$ cat src/rtl/rect_stream_sequencer_pkg.sv
`default_nettype none
`timescale 1ns/1ps
// ============================================================================
// Module      : rect_stream_sequencer_pkg
// Description : Shared constants, field indices, FSM state encoding and the
//               saturating adder used by the rect stream sequencer.
// Revision    : 1.0 - initial release
// ============================================================================
package rect_stream_sequencer_pkg;

    // Default geometry of the rect table
    localparam int unsigned c_RECT_COUNT     = 64;
    localparam int unsigned c_WORDS_PER_RECT = 5;

    // Position of each word inside one rect record / stream group
    localparam logic [2:0] FIELD_X      = 3'd0;
    localparam logic [2:0] FIELD_Y      = 3'd1;
    localparam logic [2:0] FIELD_RIGHT  = 3'd2;
    localparam logic [2:0] FIELD_BOTTOM = 3'd3;
    localparam logic [2:0] FIELD_COLOR  = 3'd4;

    // Sequencer states
    typedef enum logic [1:0] {
        ST_IDLE   = 2'd0,
        ST_REQ    = 2'd1,
        ST_STREAM = 2'd2,
        ST_DONE   = 2'd3
    } state_t;

    // Unsigned 16-bit add that clamps to 16'hFFFF when the carry is set
    function automatic logic [15:0] sat_add16(input logic [15:0] a, input logic [15:0] b);
        logic [16:0] sum;
        sum = {1'b0, a} + {1'b0, b};
        return sum[16] ? 16'hFFFF : sum[15:0];
    endfunction

endpackage : rect_stream_sequencer_pkg
`default_nettype wire

$ cat src/rtl/rect_stream_sequencer_word_transform.sv
`default_nettype none
`timescale 1ns/1ps
// ============================================================================
// Module      : rect_word_transform
// Description : Turns a raw RAM word of a rect record into the absolute
//               stream word (right/bottom become saturated sums).
// Revision    : 1.0 - initial release
// ============================================================================
module rect_word_transform
    import rect_stream_sequencer_pkg::*;
(
    input  logic [2:0]  field,
    input  logic [15:0] x_reg,
    input  logic [15:0] y_reg,
    input  logic [15:0] rdata,
    output logic [15:0] word
);

    // Width/height fields become far edges; all other fields pass through
    always_comb begin
        word = rdata;
        case (field)
            FIELD_RIGHT:  word = sat_add16(x_reg, rdata);
            FIELD_BOTTOM: word = sat_add16(y_reg, rdata);
            default:      word = rdata;
        endcase
    end

endmodule : rect_word_transform
`default_nettype wire

$ cat src/rtl/rect_stream_sequencer.sv
`default_nettype none
`timescale 1ns/1ps
// ============================================================================
// Module      : rect_stream_sequencer
// Description : Per-frame copier: on frame_start requests the RAM bus, pulses
//               copy_start and streams RECT_COUNT*5 absolute rect words.
// Revision    : 1.0 - initial release
// ============================================================================
module rect_stream_sequencer
    import rect_stream_sequencer_pkg::*;
#(
    parameter int RECT_COUNT = c_RECT_COUNT,
    parameter int ADDR_WIDTH = 16,
    parameter int CNT_WIDTH  = 9
)
(
    input  logic                  clk,
    input  logic                  reset,
    input  logic                  enable,
    input  logic                  frame_start,
    input  logic [ADDR_WIDTH-1:0] rect_base,
    output logic                  mem_req,
    input  logic                  mem_gnt,
    output logic [ADDR_WIDTH-1:0] mem_addr,
    output logic                  mem_re,
    input  logic [15:0]           mem_rdata,
    output logic                  copy_start,
    output logic [15:0]           mem_dout,
    output logic                  busy,
    output logic                  frame_done,
    output logic                  overrun
);

    localparam logic [CNT_WIDTH-1:0] c_LAST_WORD =
        CNT_WIDTH'(RECT_COUNT * int'(c_WORDS_PER_RECT) - 1);

    state_t                  r_state;
    logic [ADDR_WIDTH-1:0]   r_base;
    logic [ADDR_WIDTH-1:0]   r_mem_addr;
    logic                    r_mem_req;
    logic                    r_mem_re;
    logic                    r_copy_start;
    logic                    r_frame_done;
    logic                    r_overrun;
    logic [CNT_WIDTH-1:0]    r_word_cnt;
    logic [2:0]              r_field;

    // Read-data side: delayed field index and captured left/top
    logic                    r_valid_d;
    logic [2:0]              r_field_d;
    logic [15:0]             r_x;
    logic [15:0]             r_y;
    logic [15:0]             w_stream_word;

    // Sequencer FSM: bus request, address generation and frame pulses
    always_ff @(posedge clk or negedge reset) begin
        if (!reset) begin
            r_state      <= ST_IDLE;
            r_base       <= '0;
            r_mem_addr   <= '0;
            r_mem_req    <= 1'b0;
            r_mem_re     <= 1'b0;
            r_copy_start <= 1'b0;
            r_frame_done <= 1'b0;
            r_overrun    <= 1'b0;
            r_word_cnt   <= '0;
            r_field      <= FIELD_X;
        end else begin
            r_copy_start <= 1'b0;
            r_frame_done <= 1'b0;
            // A frame already in flight swallows the new request
            if (frame_start && (r_state != ST_IDLE)) begin
                r_overrun <= 1'b1;
            end
            case (r_state)
                ST_IDLE: begin
                    if (frame_start && enable) begin
                        r_base    <= rect_base;
                        r_mem_req <= 1'b1;
                        r_state   <= ST_REQ;
                    end
                end
                ST_REQ: begin
                    if (mem_gnt) begin
                        r_copy_start <= 1'b1;
                        r_mem_re     <= 1'b1;
                        r_mem_addr   <= r_base;
                        r_word_cnt   <= '0;
                        r_field      <= FIELD_X;
                        r_state      <= ST_STREAM;
                    end
                end
                ST_STREAM: begin
                    if (r_mem_re) begin
                        if (r_word_cnt == c_LAST_WORD) begin
                            // Last address issued; next cycle drains its data
                            r_mem_re <= 1'b0;
                        end else begin
                            r_word_cnt <= r_word_cnt + CNT_WIDTH'(1);
                            r_mem_addr <= r_mem_addr + ADDR_WIDTH'(1);
                            r_field    <= (r_field == FIELD_COLOR) ? FIELD_X : r_field + 3'd1;
                        end
                    end else begin
                        r_mem_req    <= 1'b0;
                        r_frame_done <= 1'b1;
                        r_state      <= ST_DONE;
                    end
                end
                ST_DONE: begin
                    r_state <= ST_IDLE;
                end
                default: begin
                    r_state <= ST_IDLE;
                end
            endcase
        end
    end

    // Align the field index with returning read data and capture left/top
    always_ff @(posedge clk or negedge reset) begin
        if (!reset) begin
            r_valid_d <= 1'b0;
            r_field_d <= FIELD_X;
            r_x       <= '0;
            r_y       <= '0;
        end else begin
            r_valid_d <= r_mem_re;
            r_field_d <= r_field;
            if (r_valid_d && (r_field_d == FIELD_X)) begin
                r_x <= mem_rdata;
            end
            if (r_valid_d && (r_field_d == FIELD_Y)) begin
                r_y <= mem_rdata;
            end
        end
    end

    rect_word_transform u_word_transform (
        .field (r_field_d),
        .x_reg (r_x),
        .y_reg (r_y),
        .rdata (mem_rdata),
        .word  (w_stream_word)
    );

    assign mem_req    = r_mem_req;
    assign mem_re     = r_mem_re;
    assign mem_addr   = r_mem_addr;
    assign copy_start = r_copy_start;
    assign frame_done = r_frame_done;
    assign overrun    = r_overrun;
    assign busy       = (r_state != ST_IDLE);
    assign mem_dout   = r_valid_d ? w_stream_word : 16'h0000;

endmodule : rect_stream_sequencer
`default_nettype wire
$ cat config.mk
export PLATFORM = sky130hd
export DESIGN_NAME = rect_stream_sequencer
export DESIGN_NICKNAME = d
export VERILOG_FILES = /design/src/rtl/rect_stream_sequencer_pkg.sv /design/src/rtl/rect_stream_sequencer_word_transform.sv /design/src/rtl/rect_stream_sequencer.sv
export SDC_FILE = /design/constraint.sdc
export NUM_CORES = 1
export LEC_CHECK = 0
export BUFFER_PORTS_ARGS = -buffer_cell sky130_fd_sc_hd__buf_4
export CORE_MARGIN = 5
export CORE_UTILIZATION = 40
export CTS_CLUSTER_DIAMETER = 150
export CTS_CLUSTER_SIZE = 30
export DETAILED_ROUTE_END_ITERATION = 8
export SYNTH_ARGS = -nofsm -noshare
export SYNTH_HDL_FRONTEND = slang
export SYNTH_SLANG_ARGS = --single-unit
$ cat constraint.sdc
create_clock -name clk -period 8.8 [get_ports clk]
set_input_delay 1.32 -clock clk [delete_from_list [all_inputs] [get_ports clk]]
set_output_delay 1.32 -clock clk [all_outputs]
set_load 0.02 [all_outputs]
### Word-level counts from Yosys, hierarchy flattened

Index checks and enable logic that the tools add are counted.

| operators by class | value |
|---|---|
| $add $sub $neg | 5 |
| equality and inequality tests | 13 |
| mux-type cells | 32 |
| reductions and logical operators | 14 |

Operator list:

| cell | number |
|---|---|
| $mux W16 | 6 |
| $pmux W16 S2 | 2 |
| $add A16 B16 Y17 | 2 |
| $mux W9 | 3 |
| $pmux W9 S2 | 1 |
| $add A16 B1 Y16 const B | 1 |
| $mux W3 | 4 |
| $ne A2 B2 Y1 const B | 5 |
| $add A9 B1 Y9 const B | 1 |
| $eq A9 B9 Y1 const B | 1 |
| $mux W1 | 9 |
| $pmux W2 S4 | 1 |
| $eq A3 B2 Y1 const B | 2 |
| $mux W2 | 3 |
| $pmux W3 S2 | 1 |
| $reduce_and A3 Y1 | 2 |
| $reduce_bool A2 Y1 | 3 |
| $eq A2 B2 Y1 const B | 2 |
| $logic_and A1 B1 Y1 | 4 |
| $pmux W1 S2 | 2 |
| $reduce_and A2 Y1 | 2 |
| $reduce_and A4 Y1 | 1 |
| $add A3 B1 Y3 const B | 1 |
| $eq A3 B1 Y1 const B | 1 |
| 4 further kinds | 4 |

| storage, ports and cells | value |
|---|---|
| flip-flop bits (word level) | 87 |
| bits of input ports | 37 |
| output and inout bits | 38 |
| logic and storage cells | 78 |

### Logic depth before layout (Yosys ltp)

| logic depth | value |
|---|---|
| depth after elaboration | 5 |
| depth in mapped cells | 12 |
| depth with buffers taken out | 10 |

### Modules after synthesis

A second synthesis with hierarchy kept.

| second synthesis, totals | value |
|---|---|
| cell total of the unflattened synthesis | 630 |
| area, all modules | 5934.4 sq um |

By module, submodules not included:

| module | times used | cells each | area each (sq um) | seq. area each (sq um) |
|---|---|---|---|---|
| rect_stream_sequencer | 1 | 365 | 4092.7 | 2177.1 |
| rect_word_transform | 1 | 265 | 1841.8 | 0.0 |

### Least setup slack after synthesis

Ideal clock, no wire load.

| path | value |
|---|---|
| path kind | input -> output |
| start point | input mem_rdata[0] |
| end point | output mem_dout[14] |
| arrival time | 3478 ps |
| required time | 7480 ps |
| path slack | 4002 ps |
| cell stages on the path | 10 |
| path buffers | 0 |
| cells stage by stage | ha_1 fa_1 a211oi_2 o211ai_1 a31o_1 a21oi_4 a31oi_1 xor2_1 o221ai_1 a21oi_1 |

| between the ends | value |
|---|---|
| word-level cells in the longest chain between the ends | 4 |
| elaborated cells between the ends (all ways) | 6 |
| classes of those cells | add/sub: 2; mux: 4 |

Ends and longest elaborated chain:

| what | RTL line | source |
|---|---|---|
| from (decl) | rect_stream_sequencer.sv:26 | `input logic [15:0] mem_rdata,` |
| $add A16 B16 Y17 | rect_stream_sequencer_pkg.sv:33 | `sum = {1'b0, a} + {1'b0, b};` |
| $mux W16 | rect_stream_sequencer_pkg.sv:34 | `return sum[16] ? 16'hFFFF : sum[15:0];` |
| $pmux W16 S2 (*) | rect_stream_sequencer_word_transform.sv:22 | `case (field)` |
| $mux W16 (*) | rect_stream_sequencer.sv:153 | `assign mem_dout = r_valid_d ? w_stream_word : 16'h0000;` |
| to (decl) | rect_stream_sequencer.sv:28 | `output logic [15:0] mem_dout,` |

Mark *: on every way between the ends. The rest lies on a longest branch, timed or not.

### Worst setup path after layout

| path | value |
|---|---|
| start point | input mem_rdata[0] |
| end point | output mem_dout[11] |

The elaborated chain is that of the path after synthesis.

==> metrics.md <==
| Metric | Value |
|---|---|
| Final GP Congestion | ~0.88 |
| Vias in the first global route | between 4k and 5k |
| Synth top area cells | dfrtp_1, mux2_2, ha_1 |
| Max FO, Critical Path | 9 |
| Place WS | 3.494 ns |
| Hold_buf cts | 0 |
| Initial DRC Count | about 250 |
| CP dominant cell by count | buf_4 |
| GRT Util Overall | around 17% |
| Critical Path, Cell by Cell | buf_4 > ha_1 > fa_1 > a211oi_2 > o211ai_1 > a31o_1 > a21oi_4 > a22oi_4 > nand2b_1 > o221ai_1 > a21oi_1 > buf_4 |
| Later-pin clock latency in the skew report | 0.34 ns |
| Max_cap viols | 0 |
| Synth Register Bits | 87 |
| TritonCTS buffer count | 9 |
| Critical Path AT | 4.02 ns |
| Final hold vios | 0 |
| Gr ovfl total | 0 |
| Crit end category | output pin |
| # clock sinks | just under 90 |
| Synth cell types | 63 |
| Slew margin rel. | 31.79% |
| Mapped Area | roughly 5700 µm² |
| Final Max Slew Viols | 0 |
| Die Area | 16,680 µm² |
| Synth-to-Final Area Change | 18.27% |
| Status | finished clean |
| Mean Syn Cell Area | 9.640 µm² |
| # port buffers | 74 |
| Io pins | between 70 and 80 |
| Routed vias/inst | 5.621 |
| Top cells by count, synth | dfrtp_1, o21ai_0, mux2_2, a21oi_1, nand2_1 |
| Core area | between 10,000 and 15,000 µm² |
| Pleak | roughly 3.0 nW |
| Count leader, synth | dfrtp_1 |
| CTS tree | done |
| Deepest clock path buffer count | 2 |
| Post-DRT Antenna Nets | 0 |
| Syn Nets | 667 |
| Worst Path Required | 7.48 ns |
| CP startpoint | mem_rdata[0] |
| Clk slew on worst S/H paths | 0.06 ns |
| Top cell type's share of synthesized area | a little under two fifths |
| F_max | around 0.19 GHz |
| Die Ht | 129.1 µm |
| Crit path largest cell delay | 0.44 ns |
| Ys async rst share | 100.0% |
| VDD IR max | between 0.15 and 0.2 mV |
| Die Wd | between 100 and 150 µm |
| Resized Gates After CTS | 0 |
| CP Launch Type | primary input |
| Final setup violation count | 0 |
| Wirelength per Cell | roughly 16 µm |
| Yosys warns | 0 |
| Vias | 4,744 |
| Setup slack after layout | 3.464 ns |
| Worst Skew | 0.008815 ns |
| EDFF count, synth | 0 |
| Sequential-to-total area share from yosys stat | 38.34% |
| Root Buffer | clkbuf_16 |
| N_diodes | 0 |
| Worst-margin pin slew | between 1 and 1.5 ns |
| Setup_tns | 0 ns |
| Htree depth | 3 |
| Hold WC Path Type | register to register |
| Nets@finish | 737 |
| Post-route minimum period | around 5.3 ns |
| Final WL | 13,860 µm |
| Hold path start | r_field[0] |
| Tcrit/Tclk final | around three fifths |
| Row count | 43 |
| Cell Pwr Density | 392.8 nW/µm² |
| Mapped Cells | 589 |
| First-pass GRT wire length | around 23,000 µm |
| Synth area leader | dfrtp_1 |
| DRC | 0 |
| Starting density of the core | 40.90% |
| Initial antenna violation count | 0 |
| Post-CTS setup repair buffer count | 0 |
| Ys flop type | dfrtp_1 |
| Share of layout cells above drive strength 1 | between 20% and 30% |
| Largest net degree at the start of global routing | between 70 and 80 |
| Unrepaired setup endpoints after global routing | false |
| CP max-delay cell | fa_1 |
| Post-DP HPWL | 10,210 µm |
| DR pass1 iterations | 4 |
| Setup CP Type | primary input to output pin |
| R2r startpoint | r_state[0] |
path summary, 6_finish.rpt:
check                                     to  slack, ns  cells past startpoint
worst max-delay path            mem_dout[11]       3.46                     12
worst min-delay path            r_field_d[0]       0.42                      0
worst max register to register   mem_addr[5]       5.34                      9
worst min register to register  r_field_d[0]       0.42                      0
max in group asynchronous            r_x[11]       6.79                      2
min in group asynchronous             r_y[5]       0.83                      1
state kept, by name, indices dropped and copies added (netlist names):
signal      flops
r_base         16
mem_req         1
r_y            16
r_word_cnt      9
overrun         1
r_field         3
frame_done      1
mem_addr       16
r_valid_d       1
r_state         2
copy_start      1
r_field_d       3
r_x            16
mem_re          1
power by group:
group | internal, W | switching, W | total, W
Sequential | 0.000579 | 0.000142 | 0.000721
Combinational | 0.000661 | 0.000852 | 0.00151
Clock | 0.000232 | 0.000172 | 0.000404
Total | 0.00147 | 0.00117 | 0.00264
logic make-up after synthesis:
group	after synthesis	synth area share, %
DFF	87	38.34
adders and majority gates	41	9.299
muxes	53	10.45
buffers and inverters	34	2.644
xor gates and xnor gates	21	3.239
and+or+nand+nor	157	13.77
AOI/OAI and AO/OA	196	22.26
area by class of cell:
type                    instances  area (µm²)
repair buffers                 79       593.1
clock buffers                  10       239.0
flip-flops and latches         87        2177
inverters                      14       52.55
well taps                     180       225.2
fillers                      1324        7166
clock inverters                 6       75.07
multi-input cells             468        3353
through the flow:
step	util [%]	total power, W	instances	hold WS (ns)	instance area (µm²)
after floorplan	-	0.001831	589	0.3775	5678
after global placement	46.12	0.002203	828	0.3943	6401
after detailed placement	46.12	0.002239	828	0.4087	6401
after CTS	48.38	0.002659	844	0.4233	6715
after global routing	48.38	0.002866	844	0.4305	6715
final	48.38	0.002638	844	0.4198	6715
cell usage in the layout (no fill, tap or decap), types with 12 or more instances in the layout:
| master | count |
|---|---|
| nand2_1 | 45 |
| xor2_1 | 12 |
| inv_1 | 13 |
| buf_4 | 79 |
| a21oi_1 | 48 |
| mux2_2 | 49 |
| dfrtp_1 | 87 |
| o21ai_0 | 50 |
| o211ai_1 | 12 |
| o22ai_1 | 15 |
| nand3_1 | 26 |
| ha_1 | 39 |
| and3_1 | 16 |
| nor2_1 | 33 |
routing by layer:
metal	GRT usage, %	part of all wire, %
met3	4.740	6.1
met1	22.98	45
met4	3.706	0.81
met2	28.81	48
met5	0	0
critical path, delay by kind of cell:
family	cells	cell delay (ns)
AO/OA/AOI/OAI	7	1.41
adder cells (fa/ha/maj)	2	0.67
buffers and inverters	2	0.30
AND/OR/NAND/NOR	1	0.30
Power figures use the tool's default switching activity.
